==> config.mk <==
export PLATFORM = sky130hd
export DESIGN_NAME = correlation_barker_arbiter_flat
export DESIGN_NICKNAME = d
export VERILOG_FILES = /design/src/rtl/correlation_barker_arbiter_if.sv /design/src/rtl/correlation_barker_arbiter.sv /design/src/flat_wrapper.sv
export SDC_FILE = /design/constraint.sdc
export NUM_CORES = 1
export LEC_CHECK = 0
export ABC_CLOCK_PERIOD_IN_PS = 6400
export CAP_MARGIN = 20
export CORE_MARGIN = 8
export CORE_UTILIZATION = 50
export CTS_BUF_LIST = sky130_fd_sc_hd__clkbuf_16
export DETAILED_ROUTE_END_ITERATION = 10
export PLACE_DENSITY = 0.69
export SLEW_MARGIN = 15
export SYNTH_ARGS = -nofsm -noshare
export SYNTH_HDL_FRONTEND = slang
export SYNTH_SLANG_ARGS = --single-unit
==> constraint.sdc <==
create_clock -name i_clk -period 6.4 [get_ports i_clk]
set_input_delay 0.96 -clock i_clk [delete_from_list [all_inputs] [get_ports i_clk]]
set_output_delay 0.96 -clock i_clk [all_outputs]
set_load 0.01 [all_outputs]
==> src/rtl/correlation_barker_arbiter_if.sv <==
// Bundles the per-channel source streams, the shared core ports and the tagged
// result stream of the correlation_barker arbiter. The master modport is the arbiter.
interface correlation_barker_arbiter_if #(
    parameter int NUM_CH = 4,
    parameter int CH_W   = $clog2(NUM_CH)
);
    logic [NUM_CH-1:0] s_tdata;
    logic [NUM_CH-1:0] s_tvalid;
    logic [NUM_CH-1:0] s_tlast;
    logic [NUM_CH-1:0] s_tready;

    logic              c_tdata;
    logic              c_tvalid;
    logic              c_tlast;
    logic              c_tready;
    logic              c_rtuser;
    logic              c_rtvalid;
    logic              c_rtready;

    logic              m_tuser;
    logic [CH_W-1:0]   m_tdest;
    logic              m_tvalid;
    logic              m_tready;

    logic [CH_W-1:0]   o_grant;
    logic              o_busy;
    logic              o_err;

    modport master (
        input  s_tdata, s_tvalid, s_tlast, c_tready, c_rtuser, c_rtvalid, m_tready,
        output s_tready, c_tdata, c_tvalid, c_tlast, c_rtready,
               m_tuser, m_tdest, m_tvalid, o_grant, o_busy, o_err
    );

    modport slave (
        output s_tdata, s_tvalid, s_tlast, c_tready, c_rtuser, c_rtvalid, m_tready,
        input  s_tready, c_tdata, c_tvalid, c_tlast, c_rtready,
               m_tuser, m_tdest, m_tvalid, o_grant, o_busy, o_err
    );
endinterface

==> src/rtl/correlation_barker_arbiter.sv <==
// Packet-granular round-robin arbiter sharing one correlation_barker core between
// NUM_CH sources; every accepted beat is tagged so core results return with a tdest.
module correlation_barker_arbiter #(
    parameter int NUM_CH    = 4,
    parameter int TAG_DEPTH = 16,
    parameter int CH_W      = $clog2(NUM_CH)
) (
    input logic                        i_clk,
    input logic                        i_rst_n,
    correlation_barker_arbiter_if.master bus
);
    localparam int PTR_W = $clog2(TAG_DEPTH);
    localparam int CNT_W = PTR_W + 1;

    typedef enum logic {
        IDLE = 1'b0,
        BUSY = 1'b1
    } state_t;

    state_t            state_q, state_d;
    logic [CH_W-1:0]   grant_q, grant_d;
    logic [CH_W-1:0]   rr_ptr_q, rr_ptr_d;
    logic [PTR_W-1:0]  wr_ptr_q, wr_ptr_d;
    logic [PTR_W-1:0]  rd_ptr_q, rd_ptr_d;
    logic [CNT_W-1:0]  count_q, count_d;
    logic [CH_W-1:0]   tag_q [TAG_DEPTH];
    logic [CH_W-1:0]   tag_d [TAG_DEPTH];
    logic              err_q, err_d;

    logic              busy;
    logic              tag_full;
    logic              tag_empty;
    logic              push;
    logic              pop;
    logic              c_tvalid_w;
    logic              m_tvalid_w;
    logic [NUM_CH-1:0] s_tready_w;
    logic              found;
    logic [CH_W-1:0]   pick;
    logic [CH_W-1:0]   idx;

    always_comb begin
        busy       = (state_q == BUSY);
        tag_full   = (count_q == CNT_W'(TAG_DEPTH));
        tag_empty  = (count_q == '0);
        c_tvalid_w = busy & bus.s_tvalid[grant_q] & ~tag_full;
        s_tready_w = '0;
        if (busy) begin
            s_tready_w[grant_q] = bus.c_tready & ~tag_full;
        end
        push       = c_tvalid_w & bus.c_tready;
        m_tvalid_w = bus.c_rtvalid & ~tag_empty;
        pop        = m_tvalid_w & bus.m_tready;
    end

    assign bus.s_tready  = s_tready_w;
    assign bus.c_tvalid  = c_tvalid_w;
    assign bus.c_tdata   = busy & bus.s_tdata[grant_q];
    assign bus.c_tlast   = busy & bus.s_tlast[grant_q];
    assign bus.c_rtready = tag_empty | bus.m_tready;
    assign bus.m_tvalid  = m_tvalid_w;
    assign bus.m_tuser   = bus.c_rtuser;
    assign bus.m_tdest   = tag_q[rd_ptr_q];
    assign bus.o_grant   = grant_q;
    assign bus.o_busy    = busy;
    assign bus.o_err     = err_q;

    // First requester at or above rr_ptr, wrapping, wins the next packet.
    always_comb begin
        found = 1'b0;
        pick  = '0;
        idx   = '0;
        for (int i = 0; i < NUM_CH; i++) begin
            idx = CH_W'((int'(rr_ptr_q) + i) % NUM_CH);
            if (!found && bus.s_tvalid[idx]) begin
                found = 1'b1;
                pick  = idx;
            end
        end
    end

    always_comb begin
        state_d  = state_q;
        grant_d  = grant_q;
        rr_ptr_d = rr_ptr_q;
        case (state_q)
            IDLE: begin
                if (found) begin
                    grant_d = pick;
                    state_d = BUSY;
                end
            end
            BUSY: begin
                if (push && bus.s_tlast[grant_q]) begin
                    state_d  = IDLE;
                    rr_ptr_d = (grant_q == CH_W'(NUM_CH - 1)) ? '0 : grant_q + 1'b1;
                end
            end
            default: state_d = IDLE;
        endcase
    end

    // Pushes are already gated by tag_full, so the FIFO never overflows.
    always_comb begin
        wr_ptr_d = wr_ptr_q + PTR_W'(push);
        rd_ptr_d = rd_ptr_q + PTR_W'(pop);
        count_d  = count_q;
        case ({push, pop})
            2'b10:   count_d = count_q + 1'b1;
            2'b01:   count_d = count_q - 1'b1;
            default: count_d = count_q;
        endcase
        tag_d = tag_q;
        if (push) begin
            tag_d[wr_ptr_q] = grant_q;
        end
        err_d = err_q | (bus.c_rtvalid & tag_empty);
    end

    always_ff @(posedge i_clk or negedge i_rst_n) begin
        if (!i_rst_n) begin
            state_q  <= IDLE;
            grant_q  <= '0;
            rr_ptr_q <= '0;
            wr_ptr_q <= '0;
            rd_ptr_q <= '0;
            count_q  <= '0;
            err_q    <= 1'b0;
            for (int i = 0; i < TAG_DEPTH; i++) begin
                tag_q[i] <= '0;
            end
        end else begin
            state_q  <= state_d;
            grant_q  <= grant_d;
            rr_ptr_q <= rr_ptr_d;
            wr_ptr_q <= wr_ptr_d;
            rd_ptr_q <= rd_ptr_d;
            count_q  <= count_d;
            err_q    <= err_d;
            tag_q    <= tag_d;
        end
    end
endmodule

==> src/flat_wrapper.sv <==
// flat-port wrapper written by rule: the top's interface ports become plain ports
module correlation_barker_arbiter_flat 
#(
    parameter int NUM_CH    = 4,
    parameter int TAG_DEPTH = 16,
    parameter int CH_W      = $clog2(NUM_CH)
)
  (i_clk, i_rst_n, bus_s_tdata, bus_s_tvalid, bus_s_tlast, bus_c_tready, bus_c_rtuser, bus_c_rtvalid, bus_m_tready, bus_s_tready, bus_c_tdata, bus_c_tvalid, bus_c_tlast, bus_c_rtready, bus_m_tuser, bus_m_tdest, bus_m_tvalid, bus_o_grant, bus_o_busy, bus_o_err);
  correlation_barker_arbiter_if #(.NUM_CH(NUM_CH), .CH_W(CH_W)) bus_i ();
  input logic i_clk;
  input logic i_rst_n;
  input wire logic [$bits(bus_i.s_tdata)-1:0] bus_s_tdata;
  input wire logic [$bits(bus_i.s_tvalid)-1:0] bus_s_tvalid;
  input wire logic [$bits(bus_i.s_tlast)-1:0] bus_s_tlast;
  input wire logic [$bits(bus_i.c_tready)-1:0] bus_c_tready;
  input wire logic [$bits(bus_i.c_rtuser)-1:0] bus_c_rtuser;
  input wire logic [$bits(bus_i.c_rtvalid)-1:0] bus_c_rtvalid;
  input wire logic [$bits(bus_i.m_tready)-1:0] bus_m_tready;
  output wire logic [$bits(bus_i.s_tready)-1:0] bus_s_tready;
  output wire logic [$bits(bus_i.c_tdata)-1:0] bus_c_tdata;
  output wire logic [$bits(bus_i.c_tvalid)-1:0] bus_c_tvalid;
  output wire logic [$bits(bus_i.c_tlast)-1:0] bus_c_tlast;
  output wire logic [$bits(bus_i.c_rtready)-1:0] bus_c_rtready;
  output wire logic [$bits(bus_i.m_tuser)-1:0] bus_m_tuser;
  output wire logic [$bits(bus_i.m_tdest)-1:0] bus_m_tdest;
  output wire logic [$bits(bus_i.m_tvalid)-1:0] bus_m_tvalid;
  output wire logic [$bits(bus_i.o_grant)-1:0] bus_o_grant;
  output wire logic [$bits(bus_i.o_busy)-1:0] bus_o_busy;
  output wire logic [$bits(bus_i.o_err)-1:0] bus_o_err;
  assign bus_i.s_tdata = bus_s_tdata;
  assign bus_i.s_tvalid = bus_s_tvalid;
  assign bus_i.s_tlast = bus_s_tlast;
  assign bus_i.c_tready = bus_c_tready;
  assign bus_i.c_rtuser = bus_c_rtuser;
  assign bus_i.c_rtvalid = bus_c_rtvalid;
  assign bus_i.m_tready = bus_m_tready;
  assign bus_s_tready = bus_i.s_tready;
  assign bus_c_tdata = bus_i.c_tdata;
  assign bus_c_tvalid = bus_i.c_tvalid;
  assign bus_c_tlast = bus_i.c_tlast;
  assign bus_c_rtready = bus_i.c_rtready;
  assign bus_m_tuser = bus_i.m_tuser;
  assign bus_m_tdest = bus_i.m_tdest;
  assign bus_m_tvalid = bus_i.m_tvalid;
  assign bus_o_grant = bus_i.o_grant;
  assign bus_o_busy = bus_i.o_busy;
  assign bus_o_err = bus_i.o_err;
  correlation_barker_arbiter #(.NUM_CH(NUM_CH), .TAG_DEPTH(TAG_DEPTH), .CH_W(CH_W)) u_core (.i_clk(i_clk), .i_rst_n(i_rst_n), .bus(bus_i));
endmodule
==> After elaboration in Yosys (flattened, before gate mapping) <==
Index checks and enable logic that the tools add are counted.
{ "totals": {"ff_bits": 51, "output_inout_bits": 16, "input_bits": 18} }
{ "classes": {"reduce_logical": 13, "mux": 36, "n_bitwise": 17, "n_addsub": 8, "order_cmp": 9, "eq_ne": 4} }
{ "ops": {"columns": ["cell", "count"], "rows": [
  ["$bwmux W32", 1],
  ["$mux W2", 8],
  ["$lt A2 B3 Y1 const B", 5],
  ["$bmux W1 S2", 7],
  ["$mux W1", 14],
  ["$ge A5 B5 Y1 const B", 2],
  ["$not A4 Y5", 2],
  ["$pmux W5 S2", 1],
  ["$and A1 B1 Y1", 9],
  ["$add A4 B1 Y4", 2],
  ["$bmux W2 S4", 1],
  ["$demux W2 S4", 1],
  ["$logic_and A1 B1 Y1", 6],
  ["$add A5 B1 Y5 const B", 1],
  ["$eq A5 B5 Y1 const B", 1],
  ["$logic_not A5 Y1", 1],
  ["$lt A5 B1 Y1 const B", 1],
  ["$sub A5 B1 Y5 const B", 1],
  ["$add A2 B1 Y2 const B", 2],
  ["$add A2 B2 Y2 const B", 2],
  ["$and A4 B4 Y4", 1],
  ["$eq A2 B2 Y1 const B", 2],
  ["$mux W4", 1],
  ["$reduce_and A2 Y1", 2],
  ["other kinds (8)", 13]
]} }

==> Depth between registers and ports, before layout <==
{ "logic_depth": {"depth_word": 14, "ltp_mapped": 12} }

==> Worst setup path before layout <==
No wires, ideal clock.
{ "synth_timing": {"path_kind": "input -> register", "from": "in bus_s_tvalid[3]", "to": "reg u_core.count_q[4]", "path_buffers": 2, "cell_stages": 12, "required_time_ns": 6.277, "t_arrival_ns": 2.972, "slack_ns": 3.306, "path_cell_list": "mux4_2 o2111a_2 buf_6 inv_1 ha_1 clkbuf_1 xor2_1 ha_1 and3b_1 o21ai_0 a21oi_1 xnor2_1"} }
{ "synth_via": {"elab_chain_len": 7, "word_cells_on_any_way": 9, "cone_classes": "eq/ne (2); mux (3); bitwise (3); reduce/logical (1)"} }
{ "synth_lines": {"columns": ["element", "line", "source"], "rows": [
  ["start: declaration", "flat_wrapper.sv:13", "input wire logic [$bits(bus_i.s_tvalid)-1:0] bus_s_tvalid;"],
  ["$bmux W1 S2 (*)", "correlation_barker_arbiter.sv:46", "c_tvalid_w = busy & bus.s_tvalid[grant_q] & ~tag_full;"],
  ["$mux W1 (not written as such) (*)", "correlation_barker_arbiter.sv:46", null],
  ["$and A1 B1 Y1 (*) (2 in series)", "correlation_barker_arbiter.sv:46", null],
  ["$and A1 B1 Y1 (*)", "correlation_barker_arbiter.sv:51", "push = c_tvalid_w & bus.c_tready;"],
  ["$eq A2 B1 Y1 / $eq A2 B2 Y1 (equally long branches)", "correlation_barker_arbiter.sv:108", "case ({push, pop})"],
  ["$pmux W5 S2 / $reduce_bool A2 Y1 (equally long branches)", null, null],
  ["end signal: assignment", "correlation_barker_arbiter.sv:138", "count_q <= count_d;"],
  ["end: declaration", "correlation_barker_arbiter.sv:25", "logic [CNT_W-1:0] count_q, count_d;"]
]} }
Mark *: on every way between the ends. The rest lies on a longest branch, timed or not. The select of a mux whose other input is x is not followed.
A chain may end at the register's enable or synchronous reset.

==> Final worst setup path <==
{ "layout_timing": {"from": "in bus_s_tvalid[1]", "to": "reg u_core.count_q[4]"} }
Same word-level chain as after synthesis.

==> flow_summary.ini <==
[cts]
cts_root_buffer = clkbuf_16
cts_tree = built
cts_buffers = 5
clk_pin_slew_ns = 0.06
cts_sinks = 51
cts_resized = 0
cts_buffer_depth = 2
cts_setup_buffers = 0
cts_max_level = 2
clkLatencyLatePin_ns = 0.28
hold_buffers = 0

[min_path]
holdCritPathClass = reg -> reg

[power_and_ir_drop]
p_per_area_nw_per_um2 = 457
vdd_drop_max_mv = 0.231
power_leakage_nw = 1.50

[placement]
gp_congestion = 0.763
portBuffers = 31
dp_slack_ns = 2.48
dp_hpwl_um = 3910
placed_cell_area_um2 = 3260

[yosys]
muxShareOfSynthArea_pct = 22.5
synth_seq_cells = 51
synth_edf_count = 0
synth_simple_gate_area_share_pct = 16.2
syn_nets = 258
synth_area_um2 = 2920
synthArstFlopShare_pct = 100
synthAdderAreaFrac_pct = 4.71
synth-seq-area-share_pct = 43.7
synth_compound_area_share_pct = 6.08
synth_top_family_by_area = multiplexers
synth_cell_types = 44
yosys_most_used_dff = dfrtp_1
ys_warn_count = 0
synthXorXnorAreaFrac_pct = 3.30
synthCells = 229
avgSynthCellArea_um2 = 12.8

[cells_and_area]
fin_util_pct = 58.7
drive_gt1_share_pct = 26.0
regArea_um2 = 1280
syn2layout_area_growth_pct = 16.2
final_cell_mix = 51 x dfrtp_1, 30 x clkdlybuf4s50_1, 18 x mux2_2
nFillCells = 505
layout.nets = 286
multi_input_area_um2 = 1540
mostFrequentLayoutCell = dfrtp_1
n_antenna_cell = 0
design_area_um2 = 3400

[grt]
grt_max_degree = 52
antenna_found_initial = 0
grt_pass1_wl_um = 9590
grt_pass1_vias = 1918
grt_overflow_total = 0
track_usage_pct = 13.9

[outcome]
outcome = completed

[sta]
tightest_slew_ns = 0.855
skew_ns = 0.00476
fmax_mhz = 277
max_slew_margin_pct = 43.0
rsz0062_at_grt = false
fin_crit_ns = 3.61
setup_slack_ns = 2.79
min_period_over_period_pct = 56.5
finalHoldViolations = 0
setup-violations-final = 0
worst_hold_slack_ns = 0.456
drv_slew = 0
finalSetupTns_ns = 0

[worst_setup_path]
crit_arrival_ns = 3.79
cp.required_ns = 6.57
path_common_cell = ha_1
critPathSlowestCell = o2111a_2
cp-start-kind = primary input
cp_num_buf_inv = 2
crit_fanout = 21
crit_chain = clkdlybuf4s50_1, mux4_2, o2111a_2, inv_1, ha_1, xor2_1, ha_1, and3b_1, o21ai_0, a21oi_1, xnor2_1
cpPeakStageDelay_ns = 0.60
cp_top_family = compound AO/OA/AOI/OAI gates
critical_path_class = in -> reg
end_kind = flip-flop

[route]
first_pass_iters = 4
drtAntennaViolNets = 0
drt-met1-wl_um = 2550
drtIter0Drc = 65
met3_length_um = 269
wl_per_cell_um = 16.3
viasPerCell = 5.45
dr.max_layer_used = met4
wl_met2_um = 2570
vias = 1816
routed_wl_um = 5440
drc_errors = 0

[floorplanning]
fp-row-count = 28
start_util_pct = 50.5
fp.dieArea_um2 = 8550
die_w_um = 92.4
core_um2 = 5780
ios = 34
die_h_um = 92.4

[run]
cap_viol_max_count = 0
worst paths after layout:
path	from	slack [ns]	to	depth (start not counted)
worst max register to register	u_core.bus.o_grant[0]$_DFFE_PN0P_	3.00	u_core.count_q[4]$_DFFE_PN0P_	10
worst max-delay path	bus_s_tvalid[1]	2.79	u_core.count_q[4]$_DFFE_PN0P_	11
max in group asynchronous	i_rst_n	5.19	u_core.tag_q[31]$_DFFE_PN0P_	2
worst min-delay path	u_core.bus.o_err$_DFF_PN0_	0.46	u_core.bus.o_err$_DFF_PN0_	1
worst min register to register	u_core.bus.o_err$_DFF_PN0_	0.46	u_core.bus.o_err$_DFF_PN0_	1
min in group asynchronous	i_rst_n	0.79	u_core.tag_q[13]$_DFFE_PN0P_	2
registers in the layout, indices dropped and copies added (netlist names):
signal,cells
u_core.bus.o_err,1
u_core.rd_ptr_q,4
u_core.count_q,5
u_core.bus.o_busy,1
u_core.rr_ptr_q,2
u_core.tag_q,32
u_core.wr_ptr_q,4
u_core.bus.o_grant,2
report_power, final:
group | switching [W] | internal (W) | leakage, nW | total, W
combinational | 0.000284 | 0.000365 | 0.788 | 0.000649
sequential | 0.000194 | 0.000456 | 0.649 | 0.000650
clock | 0.000112 | 0.000142 | 0.0649 | 0.000255
total | 0.000590 | 0.000963 | 1.50 | 0.00155
worst register-to-register path: stages (launching register included):
cell	delay, ns
dfrtp_1	0.90
mux4_2	0.38
o2111a_2	0.60
inv_1	0.14
ha_1	0.34
xor2_1	0.18
ha_1	0.22
and3b_1	0.16
o21ai_0	0.14
a21oi_1	0.10
xnor2_1	0.13
stage by stage:
stage | cells | power [W]
5_1_grt | 333 | 0.00168
3_5_place_dp | 325 | 0.00131
2_1_floorplan | 229 | 0.00110
4_1_cts | 333 | 0.00157
3_3_place_gp | 325 | 0.00130
6_report | 333 | 0.00155
routing by layer:
metal / track usage, % / up-vias
met4: 3.76 / 0
met2: 21.8 / 26
li1: - / 885
met5: 0 / -
met3: 4.45 / 5
met1: 18.2 / 900
cell usage after synthesis, types with 2 or more instances:
library cell,instances,area (µm²)
nand4_4,4,85.1
and3b_1,2,17.5
nand2_1,4,15.0
mux2_2,18,203
buf_2,3,15.0
mux2i_1,9,90.1
o21ai_1,2,10.0
xnor2_1,4,35.0
inv_1,8,30.0
xor2_1,7,61.3
nor2_1,7,26.3
or2_2,2,12.5
mux4_2,7,158
a21oi_1,5,25.0
and2b_2,2,17.5
nor2b_1,7,43.8
o21ai_0,7,35.0
mux2_4,10,150
a22oi_1,3,22.5
mux2_1,5,56.3
nand3_1,4,20.0
clkbuf_1,5,18.8
ha_1,11,138
a221oi_1,4,35.0
dfrtp_1,51,1280
and3_1,2,12.5
nand3_2,11,110
and2_1,9,56.3
cells by family after synthesis:
kind of cell	count (synthesis)
AO/OA/AOI/OAI	27
XOR/XNOR	11
adder cells (fa/ha/maj)	11
buffers and inverters	19
flip-flops	51
multiplexers	49
AND/OR/NAND/NOR	61
area by class of cell:
| cell class | count | share of cell area (%) |
|---|---|---|
| timing repair buffer | 32 | 9.21 |
| sequential | 51 | 37.6 |
| clock buffer | 5 | 3.68 |
| multi-input combinational | 159 | 45.4 |
| clock inverter | 3 | 0.442 |
| inverter | 8 | 0.884 |
| tap | 75 | 2.76 |
Power figures use the tool's default switching activity.
